==> config.mk <==
export PLATFORM = sky130hd
export DESIGN_NAME = sync2drive_bridge
export DESIGN_NICKNAME = d
export VERILOG_FILES = /design/src/rtl/sync2drive_bridge.sv
export SDC_FILE = /design/constraint.sdc
export NUM_CORES = 1
export LEC_CHECK = 0
export ABC_AREA = 1
export CAP_MARGIN = 20
export CORE_UTILIZATION = 51
export DETAILED_ROUTE_END_ITERATION = 10
export PLACE_DENSITY = 0.75
export SLEW_MARGIN = 20
export SYNTH_ARGS = -nofsm -noshare
export SYNTH_HDL_FRONTEND = slang
export SYNTH_SLANG_ARGS = --single-unit
==> constraint.sdc <==
create_clock -name clk -period 5.58 [get_ports clk]
set_input_delay 0.558 -clock clk [delete_from_list [all_inputs] [get_ports clk]]
set_output_delay 0.558 -clock clk [all_outputs]
set_load 0.05 [all_outputs]
==> src/rtl/sync2drive_bridge.sv <==
// Clocked-to-self-timed entry stage: buffers producer words in a small FIFO and
// launches each into a drive/free bundled-data handshake. Optional watchdog: SYNC2DRIVE_TIMEOUT_EN.
module sync2drive_bridge #(
  parameter int unsigned DATA_WIDTH     = 32,
  parameter int unsigned FIFO_DEPTH     = 4,
  parameter int unsigned SETUP_CYCLES   = 1,
  parameter int unsigned DRIVE_PULSE    = 2,
  parameter int unsigned TIMEOUT_CYCLES = 1024
) (
  input  logic                  clk,
  input  logic                  rstn,
  input  logic                  i_valid,
  output logic                  o_ready,
  input  logic [DATA_WIDTH-1:0] i_data,
  output logic                  o_drive,
  output logic [DATA_WIDTH-1:0] o_data,
  input  logic                  i_free,
  output logic                  o_busy,
  output logic                  o_spurious,
  output logic                  o_timeout
);

  localparam int unsigned AW    = $clog2(FIFO_DEPTH);
  localparam int unsigned PW    = AW + 1;
  localparam int unsigned CMAX  = (SETUP_CYCLES > DRIVE_PULSE) ? SETUP_CYCLES : DRIVE_PULSE;
  localparam int unsigned CW    = $clog2(CMAX + 1);

  if (FIFO_DEPTH < 2 || (FIFO_DEPTH & (FIFO_DEPTH - 1)) != 0 || SETUP_CYCLES < 1 ||
      DRIVE_PULSE < 1 || TIMEOUT_CYCLES < 1) begin : g_bad_params
    $error("sync2drive_bridge: illegal parameter set");
  end

  typedef enum logic [1:0] {IDLE, SETUP, DRIVE, WAIT_FREE} state_t;

  logic [DATA_WIDTH-1:0] mem [FIFO_DEPTH];
  logic [PW-1:0]         wr_ptr, rd_ptr, count, count_next;
  logic                  push, pop, empty;
  logic                  free_p0, free_p1, free_p2, free_evt;
  logic                  tmo_hit;
  state_t                state, state_next;
  logic [CW-1:0]         cnt, cnt_next;

  // FIFO: extra pointer bit distinguishes full from empty; write lands before it can be popped
  assign count      = wr_ptr - rd_ptr;
  assign empty      = (count == '0);
  assign push       = i_valid & o_ready;
  assign count_next = count + PW'(push) - PW'(pop);

  always_ff @(posedge clk or negedge rstn) begin
    if (!rstn) begin
      wr_ptr  <= '0;
      rd_ptr  <= '0;
      o_ready <= 1'b1;
    end else begin
      if (push) wr_ptr <= wr_ptr + 1'b1;
      if (pop)  rd_ptr <= rd_ptr + 1'b1;
      o_ready <= (count_next < PW'(FIFO_DEPTH));
    end
  end

  always_ff @(posedge clk) begin
    if (push) mem[wr_ptr[AW-1:0]] <= i_data;
  end

  // i_free synchronizer (p0, p1) plus edge-detect history (p2)
  always_ff @(posedge clk or negedge rstn) begin
    if (!rstn) begin
      free_p0 <= 1'b0;
      free_p1 <= 1'b0;
      free_p2 <= 1'b0;
    end else begin
      free_p0 <= i_free;
      free_p1 <= free_p0;
      free_p2 <= free_p1;
    end
  end

  assign free_evt = free_p1 & ~free_p2;

  always_comb begin
    state_next = state;
    cnt_next   = cnt;
    pop        = 1'b0;
    case (state)
      IDLE: begin
        if (!empty) begin
          pop        = 1'b1;
          state_next = SETUP;
          cnt_next   = '0;
        end
      end
      SETUP: begin
        if (cnt == CW'(SETUP_CYCLES - 1)) begin
          state_next = DRIVE;
          cnt_next   = '0;
        end else begin
          cnt_next = cnt + 1'b1;
        end
      end
      DRIVE: begin
        if (cnt == CW'(DRIVE_PULSE - 1)) begin
          state_next = WAIT_FREE;
          cnt_next   = '0;
        end else begin
          cnt_next = cnt + 1'b1;
        end
      end
      WAIT_FREE: begin
        cnt_next = '0;
        if (free_evt) begin
          if (!empty) begin
            pop        = 1'b1;
            state_next = SETUP;
          end else begin
            state_next = IDLE;
          end
        end else if (tmo_hit) begin
          state_next = IDLE;
        end
      end
      default: state_next = IDLE;
    endcase
  end

  // Outputs are registered from the next state so they align with the state register
  always_ff @(posedge clk or negedge rstn) begin
    if (!rstn) begin
      state      <= IDLE;
      cnt        <= '0;
      o_drive    <= 1'b0;
      o_busy     <= 1'b0;
      o_spurious <= 1'b0;
      o_data     <= '0;
    end else begin
      state   <= state_next;
      cnt     <= cnt_next;
      o_drive <= (state_next == DRIVE);
      o_busy  <= (state_next != IDLE);
      if (free_evt && state != WAIT_FREE) o_spurious <= 1'b1;
      if (pop) o_data <= mem[rd_ptr[AW-1:0]];
    end
  end

`ifdef SYNC2DRIVE_TIMEOUT_EN
  localparam int unsigned TW = $clog2(TIMEOUT_CYCLES + 1);
  logic [TW-1:0] tmo_cnt;

  // A free event on the final watchdog cycle still wins over the timeout
  assign tmo_hit = (state == WAIT_FREE) && (tmo_cnt == TW'(TIMEOUT_CYCLES - 1));

  always_ff @(posedge clk or negedge rstn) begin
    if (!rstn) begin
      tmo_cnt   <= '0;
      o_timeout <= 1'b0;
    end else begin
      if (state == WAIT_FREE && !free_evt && !tmo_hit) tmo_cnt <= tmo_cnt + 1'b1;
      else                                             tmo_cnt <= '0;
      if (tmo_hit && !free_evt) o_timeout <= 1'b1;
    end
  end
`else
  assign tmo_hit   = 1'b0;
  assign o_timeout = 1'b0;
`endif

endmodule
**Yosys cells after proc, flatten, opt, wreduce, memory -nomap -nowiden**

Memory sizes are Yosys's and may differ from the RTL's. A register that Yosys moved wholly into a read port is not among the register bits.
Index checks and enable logic that the tools add are counted.

- Add/sub/neg operators: 6
- Multiply operators: 0
- Div/mod/pow operators: 0
- Order comparisons: 1
- Equal/unequal tests: 7
- Shift operators: 0
- Mux-type cells: 15
- Bitwise logic cells: 3
- Reductions and logical operators: 6

Operators with widths:

| cell | number |
|---|---|
| 2-bit case mux with 4 select lines | 2 |
| 2-bit 2-to-1 mux | 7 |
| 3-bit by 1-bit adder with 3-bit output (second input constant) | 2 |
| 2-bit equality test (second input constant) | 3 |
| 1-bit 2-to-1 mux | 5 |
| 2-bit by 1-bit equality test with 1-bit output (second input constant) | 2 |
| 2-bit zero test | 2 |
| 2-bit != test (second input constant) | 2 |
| 3-bit by 1-bit adder with 3-bit output | 1 |
| 3-bit zero test | 1 |
| 3-bit less-than comparator (second input constant) | 1 |
| 3-bit by 1-bit subtractor with 3-bit output | 1 |
| 3-bit subtractor | 1 |
| 2-bit by 1-bit adder with 2-bit output (second input constant) | 1 |
| 1-bit bitwise AND | 2 |
| 1-bit case mux with 2 select lines | 1 |
| 2-bit nonzero test | 1 |
| 1-bit logical AND | 1 |
| 1-bit zero test | 1 |
| 1-bit NOT | 1 |

- Register bits: 17
- Bits in latches: 0
- RAM bits: 128
- ROM bits: 0
- Input bits: 36
- Output and inout bits: 37
- Logic and storage cells: 50
- Memories: 1

Memory list:

| memory | depth | bits a word | rd ports | clocked after memory_dff | write ports | line | source |
|---|---|---|---|---|---|---|---|
| mem | 4 | 32 | 1 | 1 | 1 | 35 | `logic [DATA_WIDTH-1:0] mem [FIFO_DEPTH];` |

**Logic depth before layout (Yosys ltp)**

- Depth in word-level cells: 7
- Depth in mapped cells: 21
- Mapped depth without buffers: 20

**Worst setup path after synthesis**

No wires, ideal clock.

- Path kind: register to register
- Start point: register o_ready
- End point: memory mem[3][0] (enable)
- Setup time: 0.424 ns
- Arrival: 2.347 ns
- Data required time: 5.156 ns
- Slack: 2.809 ns
- Stages on the path, launching flop included: 3
- Path buffers: 0
- Clock period less this slack: 2.771 ns
- Path through: dfstp_2 -> nand2_1 -> nor2_1

- Longest elaborated chain between the ends: 3

RTL lines:

| what | line | source |
|---|---|---|
| start: declaration | 13 | `output logic o_ready,` |
| start signal: assignment | 57 | `o_ready <= (count_next < PW'(FIFO_DEPTH));` |
| 1-bit bitwise AND | 46 | `assign push = i_valid & o_ready;` |
| 1-bit 2-to-1 mux | 62 | `if (push) mem[wr_ptr[AW-1:0]] <= i_data;` |
| 1-bit 2-to-1 mux (not written as such) | 62 |  |
| end: declaration | 35 |  |

No other way between the ends.

**Worst setup path in the final report**

- Start point: register wr_ptr[0]
- End point: register o_ready

- Longest elaborated chain between the ends: 7
- Elaborated cells between the ends (all ways): 8
- Classes of those cells: add/sub: 3; order compare: 1; mux: 3; reduce/logical: 1

RTL lines:

| what | line | source |
|---|---|---|
| start: declaration | 36 | `logic [PW-1:0] wr_ptr, rd_ptr, count, count_next;` |
| start signal: assignment | 55 | `if (push) wr_ptr <= wr_ptr + 1'b1;` |
| 3-bit subtractor (*) | 44 | `assign count = wr_ptr - rd_ptr;` |
| 3-bit zero test (*) | 45 | `assign empty = (count == '0);` |
| 1-bit 2-to-1 mux (*) | 86, 111 |  |
| 1-bit 2-to-1 mux | 110 | `if (free_evt) begin` |
| 1-bit case mux with 2 select lines (*) | 84 | `case (state)` |
| named net pop | 37 | `logic push, pop, empty;` |
| 3-bit by 1-bit subtractor with 3-bit output (*) | 47 | `assign count_next = count + PW'(push) - PW'(pop);` |
| 3-bit less-than comparator (*) | 57 |  |

The timed path passes the listed nets; every way through them passes the cells marked *.
A chain may end at the register's enable or synchronous reset.

==> results.txt <==
first-pass GRT wire length: 22,300 um
average size of a mapped cell: 11.6 sq um
Final Cycle Share: 0.663
detail-routed via count per cell: 5.30
Slew @ Worst Pin: 1.11 ns
Pleak: 0.00335 uW
largest area contributor in the netlist: edfxtp_1
post-synthesis cell type count: 26
die area: 0.0146 sq mm
Post-route DRC: 0
Async SR Flop Fraction: 0.277
routability congestion estimate from global placement: 0.796
min Tclk post-route: 3.70 ns
Clock Sinks: 177
vias: 4,652
post_cts resized: 0
synthesized instance count: 620
postcts setup bufs: 0
CTS tree: done
Die Ht: 121 um
Worst Clk Skew: 0.00583 ns
post-synthesis register bit count: 177
Worst Hold Class: input port to async pin
total global routing overflow: 0
CORE AREA: 0.0138 sq mm
Fin. Hold Viols: 0
CTS Buf Count: 17
Slew Viols, Final: 0
leading cell types in the layout, fill and taps excluded: 128 x edfxtp_1, 103 x nor2_1, 102 x nand2_1
final setup violation count: 0
initial core utilization: 0.520
vias in the first global route: 4,596
CP arrival: 4.06 ns
most used cell, CP: nand2_1
DRT antenna net count: 0
Rel. slew slack: 0.261
worst path bufs/invs: 4
number of antenna diodes: 0
startpoint types: flop
Clock Latency Late Sink: 0.43 ns
Clock Root Buffer: clkbuf_16
sequential share of the synthesized area: 0.705
Mapped Area: 0.00719 sq mm
cells along the critical path: inv_1, ha_1, fa_1, inv_1, nand2_1, nand3_1, nand2_1, nand2_2, nand2_4, inv_1, ha_1, inv_1, ha_1, nand2_1, nand2_1, nand2_1, nand2_1, nand2_1, nand2_1
most area-consuming cells after synthesis: edfxtp_1 53%, dfrtp_1 17%, o21ai_0 5.8%
hpwl dp: 8000 um
commonest non-fill, non-tap cell in the layout: edfxtp_1
critical path type: flop to flop
Net Count, Synth: 673
H-tree Lvls: 4
std cell rows: 43
antenna violations before repair: 0
fmax: 270 MHz
Setup Total Neg Slack: 0 ns
Post-synth EDFFs: 128
Post-synth top flop: edfxtp_1
IO Pins: 73
final wirelength: 13,900 um
placed cells: 844
Yosys Warn Count: 0
status: finished clean
non-filler cells, final: 878
GRT Resource Usage Total: 0.205
die width: 121 um
Max Buffers Root-to-Sink: 2
cts hold-fix bufs: 0
Max IR drop VDD: 0.417 mV
largest net degree at the start of global routing: 68
router iterations before antenna repair: 5
P&R area growth vs syn: 20.2%
share of cells above drive strength 1: 0.0702
Clock transition at path regs: 0.06 ns
DR iter-0 viols: 392
Setup WS pre-CTS: 1.94 ns
highest-delay cell along the critical path: nand2_2
Pwr per Cell Area: 597 mW/mm^2
Nets: 738
CP max FO: 41
Crit path max-delay family: simple AND/OR/NAND/NOR gates
reported max-cap violation count: 0
worst setup margin: 1.88 ns
RSZ-0062 raised after global routing: false
IO Port Bufs: 71
wire per inst: 15.8 um
CP Capture Type: flop
Slowest Stage Delay on Critical Path: 0.68 ns
CP required: 5.94 ns
share of the synthesized area in the top cell type: 0.535
==> cells by family after synthesis <==
| group | share of synthesized area |
|---|---|
| simple gates | 0.142 |
| xor+xnor | 0.00366 |
| other cells | 0.000522 |
| flops | 0.705 |
| fa+ha+maj | 0.0306 |
| compound gates | 0.0759 |
| buf+inv | 0.0419 |
==> worst paths after layout <==
path                                  startpoint                     to  slack, ns  depth (start not counted)
setup / recovery           wr_ptr[0]$_DFFE_PN0P_      o_ready$_DFF_PN1_       1.88                         19
hold / removal                              rstn       o_busy$_DFF_PN0_       0.23                          2
setup reg to reg           wr_ptr[0]$_DFFE_PN0P_      o_ready$_DFF_PN1_       1.88                         19
hold reg to reg                free_p0$_DFF_PN0_      free_p1$_DFF_PN0_       0.37                          0
max in group asynchronous                   rstn  rd_ptr[1]$_DFFE_PN0P_       4.89                          2
min in group clk               free_p0$_DFF_PN0_      free_p1$_DFF_PN0_       0.37                          0
==> synth_stat cells (3+ instances only) <==
cell type / n
a21oi_1: 4
buf_2: 16
buf_4: 5
buf_6: 4
clkbuf_1: 6
dfrtp_1: 48
edfxtp_1: 128
ha_1: 16
inv_1: 30
nand2_1: 102
nand3_1: 41
nor2_1: 107
o21ai_0: 84
o21ai_1: 15
xor2_1: 3
==> through the flow <==
| step | instance area (sq um) | power (uW) | hold slack (ns) | util |
|---|---|---|---|---|
| 2_1_floorplan | 7190 | 3470 | 0.262 | - |
| 3_5_place_dp | 8030 | 4040 | 0.346 | 0.580 |
| 3_3_place_gp | 7990 | 3950 | 0.349 | 0.578 |
| 5_1_grt | 8640 | 5480 | 0.277 | 0.625 |
| 4_1_cts | 8590 | 5170 | 0.253 | 0.621 |
| 6_report | 8640 | 5160 | 0.230 | 0.625 |
==> power by group <==
group / switching, uW / internal (uW)
Combinational: 1530 / 666
Clock: 496 / 622
Sequential: 129 / 1720
==> cell type report <==
type | count | area (sq um)
Fill cell | 1046 | 5180
Sequential cell | 177 | 5070
Multi-Input combinational cell | 381 | 1850
Timing Repair Buffer | 78 | 823
Clock buffer | 19 | 433
Tap cell | 180 | 225
Clock inverter | 13 | 128
Inverter | 30 | 114
==> flip-flops by register name, indices dropped and copies added, names as in the netlist, 2 cells and up <==
signal  flops
wr_ptr      3
rd_ptr      3
o_data     32
state       2
cnt         2
mem       128
==> per-layer routing <==
metal  vias to the layer above  track usage  share of wire
li1                       2244            -              -
met1                      2235        0.253           0.42
met2                       152        0.343           0.51
met3                        21       0.0509          0.055
met4                         0       0.0903          0.014
met5                         -            0              0
(Power assumes the default switching activity.)
